`config.mk`:
```
export PLATFORM = sky130hd
export DESIGN_NAME = smd_sixbutton_reader
export DESIGN_NICKNAME = d
export VERILOG_FILES = /design/src/rtl/smd_sixbutton_reader_pkg.sv /design/src/rtl/smd_sixbutton_reader_pin_sync.sv /design/src/rtl/smd_sixbutton_reader.sv
export SDC_FILE = /design/constraint.sdc
export NUM_CORES = 1
export LEC_CHECK = 0
export BUFFER_PORTS_ARGS = -buffer_cell sky130_fd_sc_hd__buf_2
export CAP_MARGIN = 40
export CORE_UTILIZATION = 62
export DETAILED_ROUTE_END_ITERATION = 7
export GPL_TIMING_DRIVEN = 0
export PLACE_DENSITY = 0.83
export SYNTH_ARGS = -nofsm -noshare
export SYNTH_HDL_FRONTEND = slang
export SYNTH_SLANG_ARGS = --single-unit
```
`constraint.sdc`:
```
create_clock -name clk -period 3.4 [get_ports clk]
set_clock_uncertainty 0.15 [all_clocks]
set_input_delay 0.17 -clock clk [delete_from_list [all_inputs] [get_ports clk]]
set_output_delay 0.17 -clock clk [all_outputs]
set_load 0.02 [all_outputs]
```
`src/rtl/smd_sixbutton_reader_pkg.sv`:
```
// Shared definitions for the Mega Drive six-button pad reader.
// Button/pin/phase indices, FSM states and the sample-bank decoder.
package smd_sixbutton_reader_pkg;

  typedef enum logic [1:0] {
    ST_IDLE,
    ST_SEQ,
    ST_DONE
  } state_e;

  localparam int NUM_BTN   = 12;
  localparam int NUM_PIN   = 6;
  localparam int NUM_PHASE = 8;

  localparam int BTN_UP = 0;
  localparam int BTN_DW = 1;
  localparam int BTN_LF = 2;
  localparam int BTN_RG = 3;
  localparam int BTN_A  = 4;
  localparam int BTN_B  = 5;
  localparam int BTN_C  = 6;
  localparam int BTN_ST = 7;
  localparam int BTN_X  = 8;
  localparam int BTN_Y  = 9;
  localparam int BTN_Z  = 10;
  localparam int BTN_MD = 11;

  localparam int PIN_P9 = 0;
  localparam int PIN_P6 = 1;
  localparam int PIN_P4 = 2;
  localparam int PIN_P3 = 3;
  localparam int PIN_P2 = 4;
  localparam int PIN_P1 = 5;

  localparam int PH_BASE = 0;
  localparam int PH_ID   = 1;
  localparam int PH_SIX  = 5;
  localparam int PH_EXT  = 6;
  localparam logic [2:0] PH_LAST = 3'd7;

  typedef logic [NUM_PIN-1:0] pins_t;
  typedef logic [NUM_PHASE-1:0][NUM_PIN-1:0] bank_t;

  typedef struct packed {
    logic [NUM_BTN-1:0] buttons;
    logic               present;
    logic               six_btn;
  } pad_state_t;

  // Pins are active low; a pressed button reads 0.
  function automatic pad_state_t decode(input bank_t s);
    pad_state_t r;
    r = '0;
    r.present = ~s[PH_ID][PIN_P3] & ~s[PH_ID][PIN_P4];
    r.six_btn = r.present
              & ~s[PH_SIX][PIN_P1] & ~s[PH_SIX][PIN_P2]
              & ~s[PH_SIX][PIN_P3] & ~s[PH_SIX][PIN_P4];
    if (r.present) begin
      r.buttons[BTN_UP] = ~s[PH_BASE][PIN_P1];
      r.buttons[BTN_DW] = ~s[PH_BASE][PIN_P2];
      r.buttons[BTN_LF] = ~s[PH_BASE][PIN_P3];
      r.buttons[BTN_RG] = ~s[PH_BASE][PIN_P4];
      r.buttons[BTN_B]  = ~s[PH_BASE][PIN_P6];
      r.buttons[BTN_C]  = ~s[PH_BASE][PIN_P9];
      r.buttons[BTN_A]  = ~s[PH_ID][PIN_P6];
      r.buttons[BTN_ST] = ~s[PH_ID][PIN_P9];
      if (r.six_btn) begin
        r.buttons[BTN_Z]  = ~s[PH_EXT][PIN_P1];
        r.buttons[BTN_Y]  = ~s[PH_EXT][PIN_P2];
        r.buttons[BTN_X]  = ~s[PH_EXT][PIN_P3];
        r.buttons[BTN_MD] = ~s[PH_EXT][PIN_P4];
      end
    end
    return r;
  endfunction

endpackage

```
`src/rtl/smd_sixbutton_reader_pin_sync.sv`:
```
// smd_pin_sync: 2-flop synchroniser for the asynchronous pad pins.
// Ports: i_clk clock, i_d async pins in, o_q synchronised pins out.
module smd_pin_sync #(
  parameter int W = 6
) (
  input  logic         i_clk,
  input  logic [W-1:0] i_d,
  output logic [W-1:0] o_q
);

  logic [W-1:0] r_meta;
  logic [W-1:0] r_sync;

  always_ff @(posedge i_clk) begin
    r_meta <= i_d;
    r_sync <= r_meta;
  end

  assign o_q = r_sync;

endmodule

```
`src/rtl/smd_sixbutton_reader.sv`:
```
// Console-side Mega Drive six-button pad reader: walks TH through eight
// phases per frame, samples the pins and decodes a 12-button vector.
// Ports: clk, rst_n (sync, low), en poll enable, p_in {p1,p2,p3,p4,p6,p9}
// active low; th select line, buttons pressed=1, present, six_btn, valid.
module smd_sixbutton_reader
  import smd_sixbutton_reader_pkg::*;
#(
  parameter int HALF_PERIOD   = 130,
  parameter int SETTLE_CYCLES = 20,
  parameter int FRAME_CYCLES  = 166000
) (
  input  logic         clk,
  input  logic         rst_n,
  input  logic         en,
  input  logic [5:0]   p_in,
  output logic         th,
  output logic [11:0]  buttons,
  output logic         present,
  output logic         six_btn,
  output logic         valid
);

  localparam int CW = (HALF_PERIOD > 1) ? $clog2(HALF_PERIOD) : 1;
  localparam int FW = (FRAME_CYCLES > 1) ? $clog2(FRAME_CYCLES) : 1;
  localparam logic [CW-1:0] CYC_LAST   = CW'(HALF_PERIOD - 1);
  localparam logic [CW-1:0] CYC_SAMPLE = CW'(SETTLE_CYCLES);
  localparam logic [FW-1:0] FRM_LAST   = FW'(FRAME_CYCLES - 1);

  state_e      r_state;
  state_e      w_state_nx;
  logic [2:0]  r_phase;
  logic [2:0]  w_phase_nx;
  logic [CW-1:0] r_cyc;
  logic [CW-1:0] w_cyc_nx;
  logic [FW-1:0] r_frame;
  logic [FW-1:0] w_frame_nx;
  logic        w_sample_en;
  logic        w_done;
  logic        w_th_nx;
  logic        r_th;
  logic        r_valid;
  pins_t       w_pins;
  bank_t       r_sample;
  pad_state_t  w_dec;
  pad_state_t  r_out;

  smd_pin_sync #(
    .W (NUM_PIN)
  ) u_sync (
    .i_clk (clk),
    .i_d   (p_in),
    .o_q   (w_pins)
  );

  always_comb begin
    w_state_nx  = r_state;
    w_phase_nx  = r_phase;
    w_cyc_nx    = r_cyc;
    w_frame_nx  = r_frame;
    w_sample_en = 1'b0;
    w_done      = 1'b0;
    if (!en) begin
      // Dropping en aborts any sequence and parks the frame timer.
      w_state_nx = ST_IDLE;
      w_phase_nx = '0;
      w_cyc_nx   = '0;
      w_frame_nx = '0;
    end else begin
      // Frame timer free-runs through SEQ so starts stay periodic.
      w_frame_nx = (r_frame == FRM_LAST) ? '0 : r_frame + 1'b1;
      unique case (r_state)
        ST_IDLE: begin
          if (r_frame == FRM_LAST) begin
            w_state_nx = ST_SEQ;
            w_phase_nx = '0;
            w_cyc_nx   = '0;
          end
        end
        ST_SEQ: begin
          w_sample_en = (r_cyc == CYC_SAMPLE);
          if (r_cyc == CYC_LAST) begin
            w_cyc_nx = '0;
            if (r_phase == PH_LAST) begin
              w_state_nx = ST_DONE;
            end else begin
              w_phase_nx = r_phase + 3'd1;
            end
          end else begin
            w_cyc_nx = r_cyc + 1'b1;
          end
        end
        ST_DONE: begin
          w_done     = 1'b1;
          w_state_nx = ST_IDLE;
        end
        default: w_state_nx = ST_IDLE;
      endcase
    end
  end

  // TH is registered from the next state so the pad never sees a glitch.
  assign w_th_nx = ~((w_state_nx == ST_SEQ) & w_phase_nx[0]);
  assign w_dec   = decode(r_sample);

  always_ff @(posedge clk) begin
    if (!rst_n) begin
      r_state <= ST_IDLE;
      r_phase <= '0;
      r_cyc   <= '0;
      r_frame <= '0;
      r_th    <= 1'b1;
      r_valid <= 1'b0;
      r_out   <= '0;
    end else begin
      r_state <= w_state_nx;
      r_phase <= w_phase_nx;
      r_cyc   <= w_cyc_nx;
      r_frame <= w_frame_nx;
      r_th    <= w_th_nx;
      r_valid <= w_done;
      if (w_done) begin
        r_out <= w_dec;
      end
    end
  end

  // Every used slot is rewritten before DONE, so the bank needs no reset.
  always_ff @(posedge clk) begin
    if (w_sample_en) begin
      r_sample[r_phase] <= w_pins;
    end
  end

  assign th      = r_th;
  assign buttons = r_out.buttons;
  assign present = r_out.present;
  assign six_btn = r_out.six_btn;
  assign valid   = r_valid;

endmodule

```
### Word-level counts from Yosys, hierarchy flattened

Index checks and enable logic that the tools add are counted.

| cells by class | value |
|---|---|
| add/sub/neg operators | 3 |
| $lt $le $gt $ge | 2 |
| equality and inequality tests | 10 |
| multiplexer cells | 22 |
| bitwise gates (word level) | 27 |
| reduce and logical (&&, ||, !) cells | 7 |

Operators with widths:

| operator | number |
|---|---|
| bitwise mux 48 bit | 1 |
| NOT 1 bit | 21 |
| adder 18 x 1 -> 18 bit, second input constant | 1 |
| demux 6 bit (select 3 bit) | 1 |
| equality test 18 bit, second input constant | 1 |
| 2-to-1 mux 8 bit | 2 |
| one-hot mux 8 bit (2 select lines) | 1 |
| 2-to-1 mux 12 bit | 1 |
| 2-to-1 mux 3 bit | 3 |
| adder 8 x 1 -> 8 bit, second input constant | 1 |
| equality test 8 x 5 -> 1 bit, second input constant | 1 |
| equality test 8 bit, second input constant | 1 |
| 2-to-1 mux 2 bit | 4 |
| bitwise AND 1 bit | 6 |
| 2-to-1 mux 6 bit | 1 |
| != test 2 bit, second input constant | 3 |
| one-hot mux 3 bit (2 select lines) | 1 |
| 2-to-1 mux 1 bit | 5 |
| equality test 2 x 1 -> 1 bit, second input constant | 2 |
| less-than comparator 3 x 4 -> 1 bit, second input constant | 1 |
| 2-to-1 mux 4 bit | 1 |
| one-hot mux 2 bit (2 select lines) | 1 |
| AND reduction 2 bit | 2 |
| AND reduction 4 bit | 1 |
| other kinds (8) | 8 |

| storage, ports and cells | value |
|---|---|
| register bits after elaboration | 107 |
| input bits | 9 |
| output and inout port bits | 16 |

### Depth between registers and ports, before layout

Gate-level depths: netlist (run 1).

| logic depth | value |
|---|---|
| depth after elaboration | 8 |
| depth in mapped cells | 6 |
| gate-level depth less buffers | 6 |

### Cells and area by module

From an unflattened synthesis (run 1), not the netlist that was laid out.

| second synthesis, totals | value |
|---|---|
| cell total of the unflattened synthesis | 275 |
| area, all modules | 2975.4 sq um |

Modules (own cells, without submodules):

| module | times used | cells an instance | area an instance (sq um) | sequential area each (sq um) |
|---|---|---|---|---|
| smd_sixbutton_reader | 1 | 263 | 2735.1 | 1481.4 |
| smd_pin_sync | 1 | 12 | 240.2 | 240.2 |

### Worst setup path after synthesis (run 1)

No wires, ideal clock.

| timing path | value |
|---|---|
| path kind | reg2reg |
| start point | register r_cyc[5] |
| end point | register r_sample[0] in the netlist's numbering (enable) |
| setup time | 0.386 ns |
| arrival | 1.586 ns |
| data required time | 2.864 ns |
| setup slack | 1.278 ns |
| stages on the path, launching flop included | 4 |
| period minus slack after synthesis | 2.122 ns |
| cells stage by stage | dfxtp_1 > nor3_1 > nand4_1 > nor4_1 |

| between the ends | value |
|---|---|
| longest elaborated chain between the ends | 3 |

RTL lines:

| item | line | RTL |
|---|---|---|
| start, declared | smd_sixbutton_reader.sv:33 | `logic [CW-1:0] r_cyc;` |
| start signal, assigned | smd_sixbutton_reader.sv:117 | `r_cyc <= w_cyc_nx;` |
| equality test 8 x 5 -> 1 bit | smd_sixbutton_reader.sv:80 | `w_sample_en = (r_cyc == CYC_SAMPLE);` |
| 2-to-1 mux 1 bit | smd_sixbutton_reader.sv:71 | `unique case (r_state)` |
| 2-to-1 mux 1 bit | smd_sixbutton_reader.sv:62 | `if (!en) begin` |
| end signal, assigned by index | smd_sixbutton_reader.sv:130 | `r_sample[r_phase] <= w_pins;` |
| end, declared | smd_sixbutton_reader.sv:43 | `bank_t r_sample;` |

No other way between the ends.
A chain may end at the register's enable or synchronous reset.

### Worst setup path after layout (run 1)

| timing path | value |
|---|---|
| start point | register r_cyc[5] |
| end point | register r_sample[41] in the netlist's numbering (enable) |

The elaborated chain is that of the path after synthesis.

==> run_results.csv, run 1 <==
group,metric,value,unit
run_status,run_status,"finished clean",
setup_path,crit_path_start_kind,"flip-flop",
drt,drtPass1Iterations,4,
yosys,synthFlopType,"dfxtp_1",
sta,final.setup.tns,0,ns
die,ios,25,
sta,hold_viol,0,
clock_network,htreeDepth,3,
clock_network,cts-root-buf,"clkbuf_8",
global_routing,antenna_found_initial,0,
global_routing,grt_overflow,0,
yosys,yosysSeqAreaShare,59.34,%
yosys,syn_nets,283,
yosys,synthTopCellsByCount,"dfxtp_1, nand2_1, nor2_1",
drt,drc_errors,0,
setup_path,cp.required,3.23,ns
sta,worst_pin_slew,0.8336,ns
setup_path,slowest_delay,0.79,ns
worst_hold_path,hp-class,"reg2reg",
yosys,avgSynthCellArea,10.83,sq um
global_routing,grt_pass1_vias,1964,
setup_path,crit_type,"reg2reg",
yosys,yosysMostFrequentCell,"dfxtp_1",
global_routing,grt_pass1_wl,9.080,mm
finish,seqCellArea,1722,sq um
finish,fillers,299,
power_and_ir_drop,p_sw,0.3767,mW
drt,wl_per_cell,14.39,um
placement,port_buffers,24,
setup_path,cp_max_fo,7,
drt,ant_nets,0,
clock_network,cts.sinks,77,
yosys,synth_edf_count,18,
placement,dp_slack,0.9293,ns
setup_path,worstPathArrival,2.30,ns
power_and_ir_drop,p_sw_share,22.41,%
die,placementRows,24,
power_and_ir_drop,power_frac_comb,1.5,%
sta,slew_violations,0,
finish,syn_to_final_growth,16.00,%
finish,diodes,0,
drt,drtIter0Drc,134,
setup_path,worstPathCellList,"nor3_1 > nand4_1 > nor4bb_1",
global_routing,grt_usage,23.96,%
setup_path,cp-end-kind,"flip-flop",
yosys,async_flop_share,0,%
finish,multi_input_area,1126,sq um
finish,fin_nets,326,
sta,setup_viol,0,
setup_path,cp_slowest_cell,"nor4bb_1",
sta,max_freq,406.0,MHz
drt,vias,2076,
finish,drive_gt1_share,15.82,%
power_and_ir_drop,cellInternalPower,1.304,mW
die,initial_core_util,65.73,%
flow_run,cap_viol_max_count,0,
yosys,yosys_warnings,0,
yosys,ys_ff_latch,77,
setup_path,cp.buffers_inverters,0,
sta,fin_crit_sh,72.44,%
power_and_ir_drop,power.density,499.5,nW/um^2
yosys,synth_top_area_share,40.71,%
yosys,synth_cells,268,
power_and_ir_drop,p_seq_share,56.4,%
yosys,synth_top_cells_by_area,"dfxtp_1, edfxtp_1, nand2_1",
die,die_h,70.41,um
clock_network,cts_buffer_depth,2,
sta,slew_headroom,43.67,%
placement,hpwl,3.460,mm
drt,drt-vias-per-instance,5.641,
power_and_ir_drop,pwr-share-clk,42.1,%
placement,gp_congestion,0.8358,
yosys,netlist_area,2902,sq um
global_routing,grt_start_max_net_pins,16,
clock_network,cts_inserted_buffers,9,
drt,drt-total-wl,5.296,mm
clock_network,clock_latency,0.35,ns
sta,grt_setup_unrepaired,"false",
sta,min_period,2.463,ns
clock_network,clk_pin_slew,0.08,ns
sta,layout_setup_ws,0.9369,ns
power_and_ir_drop,vdd_drop_max,0.0006052,V
clock_network,cts_tree,"yes",
setup_path,crit_family,"simple AND/OR/NAND/NOR gates",
power_and_ir_drop,leakagePower,1.284,nW
clock_network,cts_setup_buffers,0,
die,die_w,70.41,um
yosys,synth_area_leader_cell,"dfxtp_1",
die,die_area,4958,sq um
die,core_area,4414,sq um
yosys,ys_types,46,
## placed cells by master (no fill, tap or decap), types with 2 or more instances in the layout
master | netlist | final
o21ai_0 | 14 | 14
ha_1 | 6 | 6
and2_1 | 14 | 14
inv_6 | 0 | 3
a21boi_0 | 2 | 2
a21oi_1 | 7 | 7
nand3_1 | 11 | 11
a211oi_1 | 2 | 2
a41o_1 | 2 | 2
dfxtp_1 | 59 | 59
and3_1 | 8 | 8
and4_1 | 6 | 6
clkbuf_8 | 0 | 9
o21a_1 | 2 | 2
buf_2 | 3 | 28
inv_1 | 4 | 4
or3_1 | 2 | 2
nor2_1 | 20 | 20
xor2_1 | 9 | 9
nor4_1 | 2 | 2
a311oi_1 | 2 | 2
or4_1 | 4 | 4
o31ai_1 | 4 | 4
edfxtp_1 | 18 | 18
xnor2_1 | 5 | 5
nor3_1 | 3 | 3
clkbuf_1 | 5 | 5
dlygate4sd3_1 | 0 | 7
nand2_1 | 25 | 25
nand4_1 | 10 | 10
## layout make-up
class	count	share of cell area, %
sequential	77	51.15
multi-input combinational	178	33.46
timing repair buffer	32	5.799
clock buffer	9	3.680
clock inverter	7	2.379
tap	52	1.933
buffer	9	1.152
inverter	4	0.4461
## cell families after synthesis
family / Yosys count / synth area share [%]
simple gates: 117 / 22.64
fa+ha+maj: 6 / 2.587
xor+xnor: 14 / 4.226
buf+inv: 13 / 1.854
compound gates: 41 / 9.357
flops: 77 / 59.34
## power groups by stage
stage / sequential (mW) / combinational (mW) / clock, mW
detailed placement: 0.969 / 0.0181 / 0
global placement: 0.968 / 0.0181 / 0
finish: 0.948 / 0.0247 / 0.709
global route: 0.949 / 0.0275 / 0.754
CTS: 0.948 / 0.0244 / 0.716
floorplan: 0.967 / 0.00937 / 0
## timing repair
action | in CTS | in global routing
gates resized for setup | 0 | 0
endpoints found under the hold margin | 10 | 0
hold buffers | 7 | 0
## stage by stage
stage | hold WS, ns | power [mW] | instance area, sq um | cells | utilization, %
final | 0.1828 | 1.681 | 3366 | 368 | 76.25
after global routing | 0.1891 | 1.731 | 3366 | 368 | 76.25
after CTS | 0.1820 | 1.688 | 3366 | 368 | 76.25
after detailed placement | 0.1241 | 0.9872 | 3092 | 345 | 70.04
after global placement | 0.1218 | 0.9865 | 3087 | 344 | 69.93
after floorplan | 0.04772 | 0.9763 | 2902 | 268 | -
## flip-flops by register name (all words and copies together) (netlist names)
signal	count
buttons	12
present	1
r_cyc	8
r_frame	18
r_phase	3
r_sample	18
r_state	2
six_btn	1
th	1
u_sync.o_q	6
u_sync.r_meta	6
valid	1
## worst reg2reg max path: stages, from the launching register on
cell      delay [ns]
dfxtp_1         0.37
nor3_1          0.48
nand4_1         0.31
nor4bb_1        0.79
## per-layer routing
metal	part of all wire (%)	track usage [%]	up-vias
met5	0	0	-
met4	1.5	13.33	0
met3	3.3	4.473	7
met2	49	36.83	41
met1	46	31.81	969
li1	-	-	1059
## worst paths after layout
kind	start	endpoint	slack (ns)	cells past startpoint
worst min register to register	u_sync.r_meta[4]	u_sync.o_q[4]	0.18	0
worst max-delay path	r_cyc[5]	r_sample[41]	0.94	3
worst min-delay path	u_sync.r_meta[4]	u_sync.o_q[4]	0.18	0
worst max register to register	r_cyc[5]	r_sample[41]	0.94	3
Power figures use the tool's default switching activity.
==> run 2, diff against run 1 <==
Settings changed: CORE_UTILIZATION 62 to 52, PLACE_DENSITY 0.83 to 0.75.
Clock period 3.4 ns to 2.2 ns, I/O delays scaled along.
==> run 2 against run 1 <==
Non-clock buffer count up 1. Flip-flop and latch count unchanged. Worst hold slack worse by 0.042 ns. Total power increased by 59%. Final cell count is 5.2% higher. Wire length grew 2.8%. Clock power up 65%. Design area rose by 3.2%. Die area up 19%. Sequential power increased by 55%. Critical path type unchanged. Largest cell class unchanged. Highest routed layer unchanged.
==> run_results.csv, run 2 (same netlist as run 1, synthesis figures left out) <==
group,metric,value,unit
run_status,run_status,"finished clean",
finish,diodes,0,
clock_network,cts.sinks,77,
setup_path,cp-end-kind,"flip-flop",
setup_path,crit_path_start_kind,"flip-flop",
clock_network,cts_buffer_depth,2,
global_routing,antenna_found_initial,0,
setup_path,worstPathCellList,"ha_1 > and3_1 > nand3_1 > o21ai_2 > buf_2 > nor2_1",
drt,drtPass1Iterations,4,
die,die_h,76.70,um
die,initial_core_util,55.40,%
placement,dp_slack,-0.4125,ns
power_and_ir_drop,pwr-share-clk,43.8,%
finish,fin_nets,327,
die,placementRows,26,
drt,drt-total-wl,5.443,mm
drt,wl_per_cell,14.06,um
finish,syn_to_final_growth,19.71,%
sta,worst_pin_slew,0.5752,ns
placement,placedCellCount,363,
global_routing,grt_pass1_vias,2019,
die,core_area,5238,sq um
sta,setup_viol,0,
power_and_ir_drop,vdd_drop_max,0.0006309,V
clock_network,cts_inserted_buffers,9,
finish,final_common_cell,"dfxtp_1",
setup_path,crit_family,"simple AND/OR/NAND/NOR gates",
worst_hold_path,hp-class,"in2reg",
clock_network,cts_tree,"yes",
setup_path,slowest_delay,0.39,ns
drt,drtIter0Drc,91,
placement,port_buffers,24,
global_routing,top_usage_layer,"met2",
clock_network,clk_pin_slew,0.08,ns
clock_network,htreeDepth,3,
placement,gp_congestion,0.7839,
die,ios,25,
setup_path,cp_slowest_cell,"o21ai_2",
sta,min_period,1.973,ns
finish,fin_cells,387,
flow_run,cap_viol_max_count,0,
clock_network,clock_latency,0.35,ns
sta,slew_headroom,61.42,%
global_routing,grt_overflow,0,
sta,hold_viol,0,
setup_path,worstPathArrival,2.05,ns
global_routing,use_met2,32.14,%
power_and_ir_drop,power_frac_comb,1.4,%
global_routing,grt_pass1_wl,9.170,mm
drt,vias,2132,
die,die_w,76.70,um
global_routing,met1_usage,23.73,%
sta,slew_violations,0,
power_and_ir_drop,p_seq_share,54.8,%
sta,layout_setup_ws,0.2270,ns
finish,drive_gt1_share,17.67,%
finish,final_cell_mix,"dfxtp_1, buf_2, nand2_1",
power_and_ir_drop,power.density,770.4,nW/um^2
power_and_ir_drop,p_sw_share,19.75,%
setup_path,cp.required,2.28,ns
sta,grt_setup_unrepaired,"false",
power_and_ir_drop,leakagePower,1.298,nW
global_routing,grt_usage,20.06,%
power_and_ir_drop,p_sw,0.5286,mW
die,die_area,5883,sq um
setup_path,crit_type,"reg2reg",
global_routing,globalRouteMet3Util,7.619,%
drt,drt-vias-per-instance,5.509,
setup_path,cp.buffers_inverters,1,
sta,max_freq,506.8,MHz
setup_path,cp_max_fo,10,
clock_network,cts-root-buf,"clkbuf_8",
placement,hpwl,3.591,mm
global_routing,grt_start_max_net_pins,14,
drt,drc_errors,0,
drt,ant_nets,0,
sta,fin_crit_sh,89.68,%
power_and_ir_drop,cellInternalPower,2.147,mW
[run 2: stage by stage]
step	cell area [sq um]	utilization (%)	hold slack, ns	setup TNS [ns]	power [mW]
6_report	3473	66.32	0.1408	0	2.676
5_1_grt	3473	66.32	0.1566	0	2.761
4_1_cts	3426	65.41	0.1253	-0.4082	2.707
3_5_place_dp	3114	59.46	0.06383	-2.573	1.527
3_3_place_gp	3109	59.36	0.06205	-3.788	1.525
2_1_floorplan	2902	-	-0.01228	0	1.509
[run 2: worst paths after layout]
kind	from	cells past startpoint	end	slack [ns]
max reg2reg	r_frame[0]	6	r_frame[8]	0.23
min	en	3	r_frame[2]	0.14
max	r_frame[0]	6	r_frame[8]	0.23
min reg2reg	u_sync.r_meta[0]	0	u_sync.o_q[0]	0.18
[run 2: cell type report]
cell class              instances  area, sq um
fillers                       412         1764
flip-flops and latches         77         1722
multi-input cells             178         1184
repair buffers                 33        202.7
clock buffers                  11        141.4
well taps                      70        87.58
clock inverters                 5        82.58
plain buffers                   9        38.79
inverters                       4        15.01
[run 2: worst min-delay path, cell delays in order]
cell and delay [ns]:
buf_2 0.12, nand2_1 0.28, nor2_1 0.08
[run 2: repair_timing]
item,CTS,global route
gates resized for setup,3,6
pin swaps,0,1
buffers inserted,0,1
cloned,0,0
hold buffers,7,0
endpoints found under the hold margin,10,0
setup endpoints to repair,12,18
[run 2: power by group through the flow]
stage          logic, mW  clock network, mW  registers, mW
6_report          0.0387               1.17           1.47
5_1_grt           0.0420               1.25           1.47
4_1_cts           0.0392               1.20           1.46
3_5_place_dp      0.0295                  0           1.50
3_3_place_gp      0.0285                  0           1.50
2_1_floorplan     0.0145                  0           1.49
[run 2: routing by layer]
metal  wire length [um]  up-vias
li1                   -     1062
met1               2527     1013
met2               2602       44
met3                213       13
met4                 99        0
met5                  0        -
